## src/rtl/vga_pkg.sv

```systemverilog
// Shared VGA display constants: default 640x480@60 timing, colour select codes and cell encodings.
package vga_pkg;

  localparam int unsigned H_ACTIVE_DEF = 640;
  localparam int unsigned H_FP_DEF     = 16;
  localparam int unsigned H_SYNC_DEF   = 96;
  localparam int unsigned H_BP_DEF     = 48;
  localparam int unsigned V_ACTIVE_DEF = 480;
  localparam int unsigned V_FP_DEF     = 10;
  localparam int unsigned V_SYNC_DEF   = 2;
  localparam int unsigned V_BP_DEF     = 33;

  localparam int unsigned H_TOTAL = H_ACTIVE_DEF + H_FP_DEF + H_SYNC_DEF + H_BP_DEF;
  localparam int unsigned V_TOTAL = V_ACTIVE_DEF + V_FP_DEF + V_SYNC_DEF + V_BP_DEF;

  localparam int unsigned BOARD_X0_DEF     = 80;
  localparam int unsigned CELL_SIZE_DEF    = 160;
  localparam int unsigned LINE_W_DEF       = 4;
  localparam int unsigned BLINK_FRAMES_DEF = 30;
  localparam int unsigned SELECT_SIZE_DEF  = 3;

  localparam logic [2:0] SEL_BLACK = 3'b000;
  localparam logic [2:0] SEL_WHITE = 3'b111;
  localparam logic [2:0] SEL_RED   = 3'b100;
  localparam logic [2:0] SEL_GREEN = 3'b010;
  localparam logic [2:0] SEL_BLUE  = 3'b001;

  typedef enum logic [1:0] {
    CELL_EMPTY = 2'b00,
    CELL_X     = 2'b01,
    CELL_O     = 2'b10,
    CELL_RSVD  = 2'b11
  } cell_t;

endpackage

```

## src/rtl/vga_timing_gen.sv

```systemverilog
// Free-running raster counters with unregistered sync / active-area decode.
module vga_timing_gen
  import vga_pkg::*;
#(
  parameter int unsigned H_ACTIVE = H_ACTIVE_DEF,
  parameter int unsigned H_FP     = H_FP_DEF,
  parameter int unsigned H_SYNC   = H_SYNC_DEF,
  parameter int unsigned H_BP     = H_BP_DEF,
  parameter int unsigned V_ACTIVE = V_ACTIVE_DEF,
  parameter int unsigned V_FP     = V_FP_DEF,
  parameter int unsigned V_SYNC   = V_SYNC_DEF,
  parameter int unsigned V_BP     = V_BP_DEF,
  parameter int unsigned HW       = $clog2(H_ACTIVE + H_FP + H_SYNC + H_BP),
  parameter int unsigned VW       = $clog2(V_ACTIVE + V_FP + V_SYNC + V_BP)
) (
  input  logic          i_clk,
  input  logic          i_rst_n,
  output logic [HW-1:0] o_h_cnt,
  output logic [VW-1:0] o_v_cnt,
  output logic          o_line_end,
  output logic          o_frame_end,
  output logic          o_frame_start,
  output logic          o_hsync_n,
  output logic          o_vsync_n,
  output logic          o_active
);

  localparam int unsigned HT  = H_ACTIVE + H_FP + H_SYNC + H_BP;
  localparam int unsigned VT  = V_ACTIVE + V_FP + V_SYNC + V_BP;
  localparam int unsigned HS0 = H_ACTIVE + H_FP;
  localparam int unsigned HS1 = HS0 + H_SYNC;
  localparam int unsigned VS0 = V_ACTIVE + V_FP;
  localparam int unsigned VS1 = VS0 + V_SYNC;

  logic [HW-1:0] r_h_cnt;
  logic [VW-1:0] r_v_cnt;
  logic          w_line_end;
  logic          w_frame_end;

  assign w_line_end  = (r_h_cnt == HW'(HT - 1));
  assign w_frame_end = w_line_end && (r_v_cnt == VW'(VT - 1));

  always_ff @(posedge i_clk or negedge i_rst_n) begin
    if (!i_rst_n) begin
      r_h_cnt <= '0;
      r_v_cnt <= '0;
    end else if (w_line_end) begin
      r_h_cnt <= '0;
      r_v_cnt <= w_frame_end ? '0 : r_v_cnt + VW'(1);
    end else begin
      r_h_cnt <= r_h_cnt + HW'(1);
    end
  end

  assign o_h_cnt       = r_h_cnt;
  assign o_v_cnt       = r_v_cnt;
  assign o_line_end    = w_line_end;
  assign o_frame_end   = w_frame_end;
  assign o_frame_start = (r_h_cnt == '0) && (r_v_cnt == '0);
  assign o_hsync_n     = !((r_h_cnt >= HW'(HS0)) && (r_h_cnt < HW'(HS1)));
  assign o_vsync_n     = !((r_v_cnt >= VW'(VS0)) && (r_v_cnt < VW'(VS1)));
  assign o_active      = (r_h_cnt < HW'(H_ACTIVE)) && (r_v_cnt < VW'(V_ACTIVE));

endmodule

```

## src/rtl/vga_board_renderer.sv

```systemverilog
// TicTacToe board renderer: cell tracking, frame-latched board/cursor, cursor blink and
// per-pixel colour priority, with all outputs registered one cycle behind the raster counters.
module vga_board_renderer
  import vga_pkg::*;
#(
  parameter int unsigned H_ACTIVE     = H_ACTIVE_DEF,
  parameter int unsigned H_FP         = H_FP_DEF,
  parameter int unsigned H_SYNC       = H_SYNC_DEF,
  parameter int unsigned H_BP         = H_BP_DEF,
  parameter int unsigned V_ACTIVE     = V_ACTIVE_DEF,
  parameter int unsigned V_FP         = V_FP_DEF,
  parameter int unsigned V_SYNC       = V_SYNC_DEF,
  parameter int unsigned V_BP         = V_BP_DEF,
  parameter int unsigned BOARD_X0     = BOARD_X0_DEF,
  parameter int unsigned CELL_SIZE    = CELL_SIZE_DEF,
  parameter int unsigned LINE_W       = LINE_W_DEF,
  parameter int unsigned BLINK_FRAMES = BLINK_FRAMES_DEF,
  parameter int unsigned SELECT_SIZE  = SELECT_SIZE_DEF
) (
  input  logic                   clk_i,
  input  logic                   rst_ni,
  input  logic [17:0]            board_i,
  input  logic [3:0]             cursor_i,
  output logic                   hsync_o,
  output logic                   vsync_o,
  output logic                   inActiveArea_o,
  output logic [SELECT_SIZE-1:0] select_o,
  output logic                   frame_start_o
);

  localparam int unsigned HW       = $clog2(H_ACTIVE + H_FP + H_SYNC + H_BP);
  localparam int unsigned VW       = $clog2(V_ACTIVE + V_FP + V_SYNC + V_BP);
  localparam int unsigned CW       = $clog2(CELL_SIZE);
  localparam int unsigned BW       = $clog2(BLINK_FRAMES + 1);
  localparam int unsigned BOARD_X1 = BOARD_X0 + 3 * CELL_SIZE;

  logic [HW-1:0] w_h_cnt;
  logic [VW-1:0] w_v_cnt;
  logic          w_line_end, w_frame_end, w_frame_start;
  logic          w_hsync_n, w_vsync_n, w_active;

  vga_timing_gen #(
    .H_ACTIVE(H_ACTIVE), .H_FP(H_FP), .H_SYNC(H_SYNC), .H_BP(H_BP),
    .V_ACTIVE(V_ACTIVE), .V_FP(V_FP), .V_SYNC(V_SYNC), .V_BP(V_BP),
    .HW(HW), .VW(VW)
  ) u_timing (
    .i_clk        (clk_i),
    .i_rst_n      (rst_ni),
    .o_h_cnt      (w_h_cnt),
    .o_v_cnt      (w_v_cnt),
    .o_line_end   (w_line_end),
    .o_frame_end  (w_frame_end),
    .o_frame_start(w_frame_start),
    .o_hsync_n    (w_hsync_n),
    .o_vsync_n    (w_vsync_n),
    .o_active     (w_active)
  );

  logic [CW-1:0] r_cx, r_cy;
  logic [1:0]    r_col, r_row;
  logic [17:0]   r_board;
  logic [3:0]    r_cursor;
  logic [BW-1:0] r_blink_cnt;
  logic          r_blink_on;

  // Loaded one cycle early so cx/col read 0 exactly when h_cnt reaches BOARD_X0.
  always_ff @(posedge clk_i or negedge rst_ni) begin
    if (!rst_ni) begin
      r_cx  <= '0;
      r_col <= '0;
    end else if (w_h_cnt == HW'(BOARD_X0 - 1)) begin
      r_cx  <= '0;
      r_col <= '0;
    end else if (r_cx == CW'(CELL_SIZE - 1)) begin
      r_cx  <= '0;
      r_col <= r_col + 2'd1;
    end else begin
      r_cx <= r_cx + CW'(1);
    end
  end

  always_ff @(posedge clk_i or negedge rst_ni) begin
    if (!rst_ni) begin
      r_cy  <= '0;
      r_row <= '0;
    end else if (w_line_end) begin
      if (w_frame_end) begin
        r_cy  <= '0;
        r_row <= '0;
      end else if (r_cy == CW'(CELL_SIZE - 1)) begin
        r_cy  <= '0;
        r_row <= r_row + 2'd1;
      end else begin
        r_cy <= r_cy + CW'(1);
      end
    end
  end

  always_ff @(posedge clk_i or negedge rst_ni) begin
    if (!rst_ni) begin
      r_board     <= '0;
      r_cursor    <= '1;
      r_blink_cnt <= '0;
      r_blink_on  <= 1'b1;
    end else if (w_frame_start) begin
      r_board  <= board_i;
      r_cursor <= cursor_i;
      if (r_blink_cnt == BW'(BLINK_FRAMES - 1)) begin
        r_blink_cnt <= '0;
        r_blink_on  <= !r_blink_on;
      end else begin
        r_blink_cnt <= r_blink_cnt + BW'(1);
      end
    end
  end

  logic       w_in_board, w_grid, w_edge, w_cursor_hit;
  logic [3:0] w_cell;
  logic [1:0] w_mark_bits;
  logic [2:0] w_sel;

  assign w_in_board   = (w_h_cnt >= HW'(BOARD_X0)) && (w_h_cnt < HW'(BOARD_X1)) &&
                        (w_v_cnt < VW'(3 * CELL_SIZE));
  assign w_cell       = 4'({r_row, 1'b0}) + 4'(r_row) + 4'(r_col);
  assign w_mark_bits  = 2'(r_board >> {w_cell, 1'b0});
  assign w_grid       = ((r_cx < CW'(LINE_W)) && (r_col != 2'd0)) ||
                        ((r_cy < CW'(LINE_W)) && (r_row != 2'd0));
  // Grid pixels are resolved first, so any edge band left here is cursor border.
  assign w_edge       = (r_cx < CW'(LINE_W)) || (r_cx >= CW'(CELL_SIZE - LINE_W)) ||
                        (r_cy < CW'(LINE_W)) || (r_cy >= CW'(CELL_SIZE - LINE_W));
  assign w_cursor_hit = r_blink_on && (r_cursor < 4'd9) && (r_cursor == w_cell);

  always_comb begin
    w_sel = SEL_BLACK;
    if (w_active && w_in_board) begin
      if (w_grid) begin
        w_sel = SEL_WHITE;
      end else if (w_cursor_hit && w_edge) begin
        w_sel = SEL_GREEN;
      end else begin
        case (cell_t'(w_mark_bits))
          CELL_X:  w_sel = SEL_RED;
          CELL_O:  w_sel = SEL_BLUE;
          default: w_sel = SEL_BLACK;
        endcase
      end
    end
  end

  always_ff @(posedge clk_i or negedge rst_ni) begin
    if (!rst_ni) begin
      hsync_o        <= 1'b1;
      vsync_o        <= 1'b1;
      inActiveArea_o <= 1'b0;
      select_o       <= '0;
      frame_start_o  <= 1'b0;
    end else begin
      hsync_o        <= w_hsync_n;
      vsync_o        <= w_vsync_n;
      inActiveArea_o <= w_active;
      select_o       <= SELECT_SIZE'(w_sel);
      frame_start_o  <= w_frame_start;
    end
  end

endmodule

```

## config.mk

```make
export PLATFORM = sky130hd
export DESIGN_NAME = vga_board_renderer
export DESIGN_NICKNAME = d
export VERILOG_FILES = /design/src/rtl/vga_pkg.sv /design/src/rtl/vga_timing_gen.sv /design/src/rtl/vga_board_renderer.sv
export SDC_FILE = /design/constraint.sdc
export NUM_CORES = 1
export LEC_CHECK = 0
export CAP_MARGIN = 20
export CORE_AREA = 2 2 94 96
export DETAILED_ROUTE_END_ITERATION = 8
export DIE_AREA = 0 0 96 98
export PLACE_DENSITY = 0.69
export SLEW_MARGIN = 10
export SYNTH_ARGS = -nofsm -noshare
export SYNTH_HDL_FRONTEND = slang
export SYNTH_SLANG_ARGS = --single-unit
```

## constraint.sdc

```tcl
create_clock -name clk_i -period 4.75 [get_ports clk_i]
set_clock_uncertainty 0.1 [all_clocks]
set_input_delay 0.95 -clock clk_i [delete_from_list [all_inputs] [get_ports clk_i]]
set_output_delay 0.95 -clock clk_i [all_outputs]
set_load 0.005 [all_outputs]
```

# --- Yosys cells after proc, flatten, opt, wreduce, memory -nomap -nowiden ---
# Cells that the tools add are included.
classes:
  addsub: 9
  multipliers: 0
  div: 0
  magnitude_cmp: 13
  eq_ne: 9
  shift: 1
  mux: 15
  n_bitwise: 0
  n_reduce_logical: 28
ops:
  columns: ["cell", "count"]
  rows:
  - ["8-bit two-way mux", 4]
  - ["10-bit less-than comparator, second input constant", 3]
  - ["10-bit by 1-bit adder with 10-bit output, second input constant", 2]
  - ["10-bit == test, second input constant", 2]
  - ["10-bit logical NOT", 2]
  - ["10-bit by 9-bit less-than comparator with 1-bit output, second input constant", 2]
  - ["10-bit two-way mux", 2]
  - ["18-bit by 5-bit right shift with 2-bit output", 1]
  - ["8-bit by 1-bit adder with 8-bit output, second input constant", 2]
  - ["8-bit == test, second input constant", 2]
  - ["8-bit greater-or-equal comparator, second input constant", 2]
  - ["8-bit by 3-bit less-than comparator with 1-bit output, second input constant", 2]
  - ["1-bit logical AND", 13]
  - ["10-bit by 7-bit == test with 1-bit output, second input constant", 1]
  - ["10-bit greater-or-equal comparator, second input constant", 1]
  - ["10-bit by 7-bit greater-or-equal comparator with 1-bit output, second input constant", 1]
  - ["10-bit by 9-bit greater-or-equal comparator with 1-bit output, second input constant", 1]
  - ["3-bit two-way mux", 3]
  - ["2-bit two-way mux", 4]
  - ["2-bit nonzero test", 4]
  - ["3-bit case mux with 2 select lines", 1]
  - ["5-bit by 1-bit adder with 5-bit output, second input constant", 1]
  - ["5-bit == test, second input constant", 1]
  - ["5-bit two-way mux", 1]
  - ["other kinds (10)", 17]
word_totals:
  ff_bits: 75
  latch_bits: 0
  mem_bits_rw: 0
  rom_bits: 0
  input_bits: 24
  out_inout_bits: 7
  elab_cells: 90
  memories: 0

# --- Logic depth before layout (Yosys ltp) ---
# Gate-level depths: netlist (run 1).
logic_depth:
  word_depth: 8
  depth_mapped: 9
  depth_no_buf: 8

# --- Modules after synthesis ---
# A second synthesis (run 1) with hierarchy kept.
unflattened:
  hier_cells: 347
  hier_area_um2: 3837.4
by_module_without_submodules:
  columns: ["mod", "instances", "cells_each", "area_per_inst_um2", "seq_area_each_um2"]
  rows:
  - ["vga_board_renderer", 1, 234, 2755.1, 1385.1]
  - ["vga_timing_gen", 1, 113, 1082.3, 500.5]

# --- Worst setup path before layout (run 1) ---
# Ideal clock, no wire load.
synth_path:
  path_kind: "register to register"
  startpoint: "register r_row[0]"
  endpoint: "register select_o[0]"
  setup_ns: 0.120
  t_arrival_ns: 2.679
  required_time_ns: 4.530
  slack_ns: 1.851
  path_stages_with_launch: 10
  n_path_buf: 1
  period_less_slack_ns: 2.899
  path_cell_list: "dfrtp_1 > fa_1 > ha_1 > fa_1 > clkbuf_1 > nor4b_1 > nand3b_1 > a21oi_1 > a21oi_1 > a31o_2"
synth_via:
  elab_chain_len: 8
  elab_cells_between_ends: 15
  classes_between: "2 x add/sub; 3 x eq/ne; 1 x shift; 4 x mux; 5 x reduce/logical"
synth_rtl:
  columns: ["item", "line", "rtl"]
  rows:
  - ["from (decl)", "vga_board_renderer.sv:60", "logic [1:0] r_col, r_row;"]
  - ["from (signal assigned)", "vga_board_renderer.sv:92", "r_row <= r_row + 2'd1;"]
  - ["3-bit by 2-bit adder with 4-bit output", "vga_board_renderer.sv:124", "assign w_cell = 4'({r_row, 1'b0}) + 4'(r_row) + 4'(r_col);"]
  - ["4-bit by 2-bit adder with 4-bit output", "vga_board_renderer.sv:124", null]
  - ["18-bit by 5-bit right shift with 2-bit output or 4-bit == test (tied branches)", "vga_board_renderer.sv:125, vga_board_renderer.sv:131", null]
  - ["2-bit == test (tied with other cells)", "vga_board_renderer.sv:141", "case (cell_t'(w_mark_bits))"]
  - ["3-bit case mux with 2 select lines or 1-bit logical AND (tied branches)", "vga_board_renderer.sv:141, vga_board_renderer.sv:138", null]
  - ["3-bit two-way mux", "vga_board_renderer.sv:138", "end else if (w_cursor_hit && w_edge) begin"]
  - ["3-bit two-way mux *", "vga_board_renderer.sv:136", "if (w_grid) begin"]
  - ["3-bit two-way mux *", "vga_board_renderer.sv:135", "if (w_active && w_in_board) begin"]
  - ["named net w_sel[0]", "vga_board_renderer.sv:120", "logic [2:0] w_sel;"]
  - ["to (signal assigned)", "vga_board_renderer.sv:161", "select_o <= SELECT_SIZE'(w_sel);"]
  - ["to (decl)", "vga_board_renderer.sv:27", "output logic [SELECT_SIZE-1:0] select_o,"]
# Mark *: on every way through the listed nets, which the timed path passes. The rest lies on a longest branch.
# A chain may end at the register's enable or synchronous reset.

# --- Final worst setup path (run 1) ---
# Same ends and word-level chain as after synthesis.

==> metrics.csv, run 1 <==
stage;metric;value;unit
placed_design;Place WS;1.70;ns
cells_and_area;n_diodes;0;
routing;Iter 0 DRT Violations;145;
routing;Detail Route Antenna Nets;0;
synth;Post-Synth Simple-Gate Area;0.246;
synth;flops & latches, synth;75;
synth;adder-cell area share of the yosys netlist;0.0568;
routing;Avg WL per Cell;13.4;microns
sta;Slew HR;0.383;
cts;CTS tree;built;
worst_hold_path;hold path depth;2;
synth;synthesized area;0.00379;sq mm
synth;mux cell area share after synthesis;0.0340;
outcome;status;finished, final reports clean;
critical_path;crit-path cells;fa_1, ha_1, fa_1, nor4b_1, nand3b_1, a21oi_1, a21oi_1, a31o_2;
floorplan;CORE AREA;0.00847;sq mm
cts;htree depth;3;
cells_and_area;P&R area growth vs syn;14.6;%
synth;Synthesized Nets;430;
synth;xor/xnor share of the synthesized area;0.0694;
routing;via count;2744;
global_routing;Tot GR Track Use;0.173;
cells_and_area;Reg area;0.00189;sq mm
pwr;P_leak;1.98;nW
cts;# Post-CTS Setup Buffers;0;
global_routing;antenna violations before repair;0;
cts;post-CTS sizing;0;
critical_path;R2R Setup Slk;1.68;ns
global_routing;first-pass GRT wire length;13100;microns
synth;post-synthesis cell count;390;
routing;DRC errors left;0;
routing;Via density;5.17;
pwr;Worst VDD drop;145;uV
sta;setup TNS;0;ns
synth;Async SR Flop Fraction;1.00;
floorplan;Top Ports;31;
critical_path;RR Startpoint;r_row[0];
cts;Clock Tree Buf Depth;2;
critical_path;Critical-path top delay cell;fa_1;
sta;min Tclk post-route;3.07;ns
critical_path;Startpoint Class;register;
worst_hold_path;Hold Crit Class;reg2reg;
critical_path;Critical Path Sink Type;register;
critical_path;slowest stage delay, CP;0.57;ns
global_routing;vias in the first global route;2837;
cts;total CTS buffers;9;
critical_path;Worst setup startpoint;r_row[0];
sta;Final Cycle Share;0.646;
placed_design;GPL Wtd Cong;0.810;
synth;main combinational cell family by area after synthesis;simple AND/OR/NAND/NOR gates;
cts;Clk Latency, worst-skew pair;0.34;ns
sta;Final Hold Violating Endpoints;0;
synth;compound-cell area share of the yosys netlist;0.0591;
cts;CTS Root Buffer Type;clkbuf_8;
critical_path;critical path type;reg2reg;
routing;Post-Route WL;7090;microns
sta;worst hold slack;0.366;ns
worst_hold_path;Hold Path End;r_cursor[2];
critical_path;RR Endpoint;select_o[0];
floorplan;Rows;34;
sta;FMAX;0.326;GHz
cts;Reg clk slew, reported paths;0.07;ns
floorplan;Starting Density;0.447;
worst_hold_path;Worst Min Path Start;r_cursor[2];
synth;post-synthesis sequential area ratio;0.498;
synth;Post-synth EDFFs;0;
placed_design;HPWL after DPL;5020;microns
critical_path;Critical Path AT;3.20;ns
routing;First-pass DRT Iterations;4;
sta;final setup violating endpoints;0;
critical_path;maximum fanout along the worst path;7;
cts;CTS sink cnt;75;
synth;unique cell type count in the Yosys netlist;49;
cells_and_area;Nets;458;
global_routing;grt ovf;0;
critical_path;WP data required;4.88;ns
synth;top_reg_cell synth;dfrtp_1;
floorplan;chip width;96;microns
synth;Yosys warning count;0;
cts;hold buffers post-CTS;0;
sta;unrepaired setup endpoints after global routing;no;
cells_and_area;area used by multi-input combinational logic;0.00176;sq mm
sta;final worst setup slack;1.68;ns
pwr;Pwr Density;261;mW/mm^2
sta;max-slew violation count;0;
cells_and_area;filler cell count;747;
floorplan;die height;98;microns
sta;Slew @ Worst Pin;0.925;ns
placed_design;Port Buf Inserts;30;
synth;syn_area_per_cell;9.71;sq um
global_routing;largest net degree at the start of global routing;76;
floorplan;die area;0.00941;sq mm
flow_run;Max Cap Viol;0;
cells_and_area;share of cells above drive strength 1;0.0946;
critical_path;path depth of the worst reg2reg path;8;
layout by cell type (no fill, tap or decap), drive strengths merged, types with 3 or more instances in the layout:
master	instances
xor2	17
mux4	3
dfrtp	68
ha	14
nand2	87
clkdlybuf4s50	29
buf	4
dfstp	7
nor2	37
xnor2	13
nand3	14
mux2i	5
a21oi	6
nor3	5
or3	3
or4	3
clkbuf	14
inv	17
and3	8
nand4	12
o31ai	5
nor4	7
o21ai	14
critical path: cells and delay by family, from the launching register on:
kind	cells	cell delay [ns]
AND/OR/NAND/NOR	2	0.65
AO/OA/AOI/OAI	3	0.50
flip-flops	1	0.44
adder cells (fa/ha/maj)	3	1.27
layout make-up:
class / instances / area share
clock buffers: 14 / 0.0375
clock inverters: 2 / 0.00231
multi-input cells: 282 / 0.406
well taps: 108 / 0.0311
repair buffers: 33 / 0.0738
inverters: 17 / 0.0147
flip-flops and latches: 75 / 0.434
kinds of logic after synthesis:
group / count (synthesis)
compound gates: 36
xor+xnor: 30
fa+ha+maj: 16
buf+inv: 33
flops: 75
mux: 9
simple gates: 191
worst max-delay path by stage:
stage / endpoint
floorplan: select_o[0]
global placement: select_o[0]
detailed placement: select_o[0]
CTS: select_o[0]
global route: select_o[0]
finish: select_o[0]
registers in the layout, indices dropped and copies added (netlist names):
| name | flops |
|---|---|
| frame_start_o | 1 |
| r_cx | 8 |
| r_col | 2 |
| inActiveArea_o | 1 |
| u_timing.o_v_cnt | 10 |
| r_blink_cnt | 5 |
| u_timing.o_h_cnt | 10 |
| r_blink_on | 1 |
| hsync_o | 1 |
| r_board | 18 |
| vsync_o | 1 |
| r_row | 2 |
| r_cy | 8 |
| select_o | 3 |
| r_cursor | 4 |
report_power, final:
part | total [W] | internal (W) | switching (W)
clock network | 0.000434 | 0.000218 | 0.000217
registers | 0.000655 | 0.000649 | 0.00000608
logic | 0.0000434 | 0.0000231 | 0.0000203
total | 0.00113 | 0.000890 | 0.000243
routing by layer:
metal	global-route usage	share of wire
met5	0	0
met4	0.0538	0.0072
met3	0.0363	0.031
met2	0.273	0.50
met1	0.239	0.47
Yosys cell counts (2+ instances only):
| master | n | area, sq um |
|---|---|---|
| a31oi_1 | 2 | 12.5 |
| nand4_1 | 12 | 75.1 |
| o21ai_0 | 14 | 70.1 |
| nand3b_1 | 2 | 15.0 |
| mux2i_1 | 5 | 50.1 |
| buf_2 | 5 | 25.0 |
| nand2b_1 | 2 | 12.5 |
| a21o_1 | 2 | 15.0 |
| xnor2_1 | 13 | 114 |
| mux4_2 | 3 | 67.6 |
| clkbuf_1 | 10 | 37.5 |
| or4_4 | 2 | 22.5 |
| or3_1 | 3 | 18.8 |
| dfstp_2 | 7 | 184 |
| fa_1 | 2 | 40.0 |
| a31o_2 | 2 | 17.5 |
| nor3_1 | 4 | 20.0 |
| nand3_1 | 13 | 65.1 |
| inv_1 | 17 | 63.8 |
| nand2_1 | 87 | 327 |
| nor2_1 | 36 | 135 |
| nor2b_1 | 2 | 12.5 |
| dfrtp_1 | 68 | 1700 |
| xor2_1 | 17 | 149 |
| nor4_1 | 6 | 37.5 |
| o31ai_1 | 5 | 37.5 |
| nor4b_1 | 2 | 17.5 |
| a21oi_1 | 6 | 30.0 |
| ha_1 | 14 | 175 |
| and3_1 | 8 | 50.1 |
stage by stage:
| step | total power (W) | util | cell area (sq um) | instances |
|---|---|---|---|---|
| 2_1_floorplan | 0.000677 | - | 3790 | 390 |
| 3_3_place_gp | 0.000711 | 0.492 | 4170 | 515 |
| 3_5_place_dp | 0.000713 | 0.492 | 4170 | 515 |
| 4_1_cts | 0.00115 | 0.513 | 4340 | 531 |
| 5_1_grt | 0.00119 | 0.513 | 4340 | 531 |
| 6_report | 0.00113 | 0.513 | 4340 | 531 |
Note: power is estimated with default switching activity, not from simulation.
==> run 2: changes to the inputs <==
--- a/config.mk
+++ b/config.mk
@@ -9,7 +9,7 @@
 export CORE_AREA = 2 2 94 96
 export DETAILED_ROUTE_END_ITERATION = 8
 export DIE_AREA = 0 0 96 98
-export PLACE_DENSITY = 0.69
+export PLACE_DENSITY = 0.71
 export SLEW_MARGIN = 10
 export SYNTH_ARGS = -nofsm -noshare
 export SYNTH_HDL_FRONTEND = slang
==> constraint.sdc (replaced) <==
create_clock -name clk_i -period 2.7 [get_ports clk_i]
set_clock_uncertainty 0.1 [all_clocks]
set_input_delay 0.54 -clock clk_i [delete_from_list [all_inputs] [get_ports clk_i]]
set_output_delay 0.54 -clock clk_i [all_outputs]
set_load 0.005 [all_outputs]
==> run 2 against run 1 <==
The run now ends with setup timing left. Die area unchanged. Flip-flop and latch count unchanged. Non-clock buffer count up 9. Worst hold slack worse by 0.28 ns. Sequential share of layout area down 1.1 points. Register-to-register slack worse by 1.7 ns. Sequential power up 76%. Via count up 0.47%. Global-route usage down 0.41 points. Routed wire length about the same. Critical endpoint unchanged.
==> metrics.csv, run 2 (synthesized netlist as in run 1, its figures left out) <==
stage;metric;value;unit;change
sta;Slew @ Worst Pin;0.543;ns;-0.383 ns
global_routing;largest net degree at the start of global routing;45;;-41%
critical_path;Critical Path Sink Type;register;;
critical_path;RR Startpoint;r_row[1];;
critical_path;RR Endpoint;select_o[0];;
cts;CTS Root Buffer Type;clkbuf_8;;
pwr;combinational share of power;0.038;;about the same
floorplan;Top Ports;31;;unchanged
routing;Detail Route Antenna Nets;0;;unchanged
floorplan;die height;98;microns;unchanged
global_routing;Tot GR Track Use;0.169;;-0.00411
pwr;clock share of power;0.407;;+0.024
placed_design;HPWL after DPL;5140;microns;+2.4%
pwr;Pwr Density;466;mW/mm^2;+79%
cells_and_area;filler cell count;776;;+3.9%
cells_and_area;Design Area, Final;0.00445;sq mm;+2.6%
routing;Via density;5.12;;-1.0%
outcome;status;complete, but fails checks;;
critical_path;R2R Setup Slk;-0.03;ns;-1.71 ns
cts;Clk Latency, worst-skew pair;0.33;ns;about the same
cells_and_area;Top reg by flops;r_board;;
cts;total CTS buffers;9;;unchanged
pwr;P_leak;2.03;nW;+2.7%
pwr;sequential power share;0.555;;-0.024
cts;Reg clk slew, reported paths;0.07;ns;about the same
sta;min Tclk post-route;2.73;ns;-0.341 ns
pwr;Worst VDD drop;211;uV;+45%
routing;First-pass DRT Iterations;4;;unchanged
sta;Final Cycle Share;1.01;;+0.364
floorplan;CORE AREA;0.00847;sq mm;unchanged
critical_path;Startpoint Class;register;;
routing;Iter 0 DRT Violations;99;;-32%
pwr;Tot Pwr;0.00208;W;+83%
placed_design;placed cell area;0.00425;sq mm;+1.9%
critical_path;critical path depth;8;;unchanged
cts;hold buffers post-CTS;0;;unchanged
cts;CTS sink cnt;75;;unchanged
critical_path;Worst Setup EP;select_o[0];;
critical_path;Worst setup startpoint;r_row[1];;
routing;via count;2757;;+0.47%
floorplan;chip width;96;microns;unchanged
pwr;fraction of power spent switching nets;0.202;;-0.0130
placed_design;GPL Wtd Cong;0.807;;-0.39%
global_routing;vias in the first global route;2683;;-5.4%
global_routing;grt ovf;0;;unchanged
worst_hold_path;Hold Crit Class;in2async;;
critical_path;critical path type;reg2reg;;
critical_path;Critical-path top delay cell;fa_1;;
floorplan;Rows;34;;unchanged
sta;Slew HR;0.638;;+0.255
sta;unrepaired setup endpoints after global routing;yes;;
routing;DRC errors left;0;;unchanged
sta;final worst setup slack;-0.0270;ns;-1.71 ns
cells_and_area;most common cell after layout, fill and taps aside;nand2_1;;
routing;Post-Route WL;7090;microns;about the same
cts;htree depth;3;;unchanged
critical_path;Critical Path AT;2.85;ns;-0.35 ns
critical_path;CP top delay family;adder cells;;
cells_and_area;P&R area growth vs syn;17.6;%;
sta;max-slew violation count;0;;unchanged
routing;Avg WL per Cell;13.2;microns;-1.5%
critical_path;maximum fanout along the worst path;6;;-1
cells_and_area;Nets;467;;+2.0%
sta;FMAX;0.367;GHz;+13%
pwr;Psw;0.000418;W;+72%
sta;final setup violating endpoints;2;;+2
global_routing;first-pass GRT wire length;12600;microns;-3.9%
floorplan;die area;0.00941;sq mm;unchanged
cells_and_area;most frequent cells in the layout;87 x nand2_1, 68 x dfrtp_1, 36 x nor2_1;;
critical_path;crit-path cells;fa_1, ha_2, fa_2, nor4b_4, nand3b_1, a21oi_2, a21oi_1, a31o_2;;
cells_and_area;n_diodes;0;;unchanged
cts;CTS tree;built;;
sta;setup TNS;-0.0288;ns;-0.0288 ns
critical_path;path depth of the worst reg2reg path;8;;unchanged
critical_path;slowest stage delay, CP;0.54;ns;-0.03 ns
flow_run;Max Cap Viol;0;;unchanged
critical_path;WP data required;2.82;ns;-2.06 ns
pwr;P_int;0.00166;W;+86%
cts;Clock Tree Buf Depth;2;;unchanged
floorplan;Starting Density;0.447;;unchanged
cells_and_area;Largest register FFs;18;;unchanged
outcome;failing checks;setup timing;;
global_routing;antenna violations before repair;0;;unchanged
sta;Final Hold Violating Endpoints;0;;unchanged
cells_and_area;share of cells above drive strength 1;0.123;;+0.0284
placed_design;Port Buf Inserts;30;;unchanged
sta;worst hold slack;0.0841;ns;-0.282 ns
critical_path;buffers plus inverters on the worst setup path;0;;unchanged
## run 2: metrics by stage
| step | util | cells | worst slack [ns] |
|---|---|---|---|
| 3_3_place_gp | 0.502 | 523 | -0.160 |
| 6_report | 0.526 | 539 | -0.0270 |
| 3_5_place_dp | 0.502 | 523 | -0.202 |
| 4_1_cts | 0.525 | 538 | -0.0734 |
| 5_1_grt | 0.526 | 539 | -0.123 |
| 2_1_floorplan | - | 390 | -0.00494 |
## run 2: power by group through the flow
stage	Combinational, W	Sequential (W)	Clock (W)
6_report	0.0000793	0.00115	0.000844
5_1_grt	0.0000921	0.00115	0.000919
4_1_cts	0.0000822	0.00115	0.000872
3_5_place_dp	0.0000819	0.00117	0
3_3_place_gp	0.0000794	0.00117	0
2_1_floorplan	0.0000206	0.00117	0
## run 2: worst min path at each step
stage / to / start / slack [ns]
after global placement: r_board[10] / r_board[10] / 0.35
final: u_timing.o_v_cnt[6] / rst_ni / 0.08
after global routing: u_timing.o_v_cnt[8] / rst_ni / 0.13
after floorplan: frame_start_o / rst_ni / 0.14
after detailed placement: r_board[8] / r_board[8] / 0.36
after CTS: u_timing.o_v_cnt[7] / rst_ni / 0.10
## run 2: routing by layer
layer	wire, microns	share of wire	GRT usage	vias up
met1	3440	0.48	0.234	1327
li1	-	-	-	1388
met5	0	0	0	-
met3	174	0.025	0.0347	8
met4	82	0.012	0.0495	0
met2	3390	0.48	0.267	34
## run 2: area by class of cell
class	count	area (sq um)	share of cell area
Sequential cell	75	1890	0.423
Clock inverter	2	35.0	0.00787
Tap cell	108	135	0.0303
Inverter	17	63.8	0.0143
Clock buffer	13	159	0.0357
Multi-Input combinational cell	282	1790	0.401
Timing Repair Buffer	42	388	0.0871
## run 2: what timing repair did
item	CTS	global route
pin swaps	5	3
endpoints found under the setup margin	3	3
buffers inserted	0	1
gates cloned	0	0
gates resized for setup	3	0
==> run 3: changes to the inputs <==
--- a/config.mk
+++ b/config.mk
@@ -9,6 +9,7 @@
 export CORE_AREA = 2 2 94 96
 export DETAILED_ROUTE_END_ITERATION = 8
 export DIE_AREA = 0 0 96 98
+export GPL_ROUTABILITY_DRIVEN = 0
 export PLACE_DENSITY = 0.71
 export SLEW_MARGIN = 10
 export SYNTH_ARGS = -nofsm -noshare
==> results of run 3 <==
No change in the layout: final DEF, timing and power equal those of run 2.
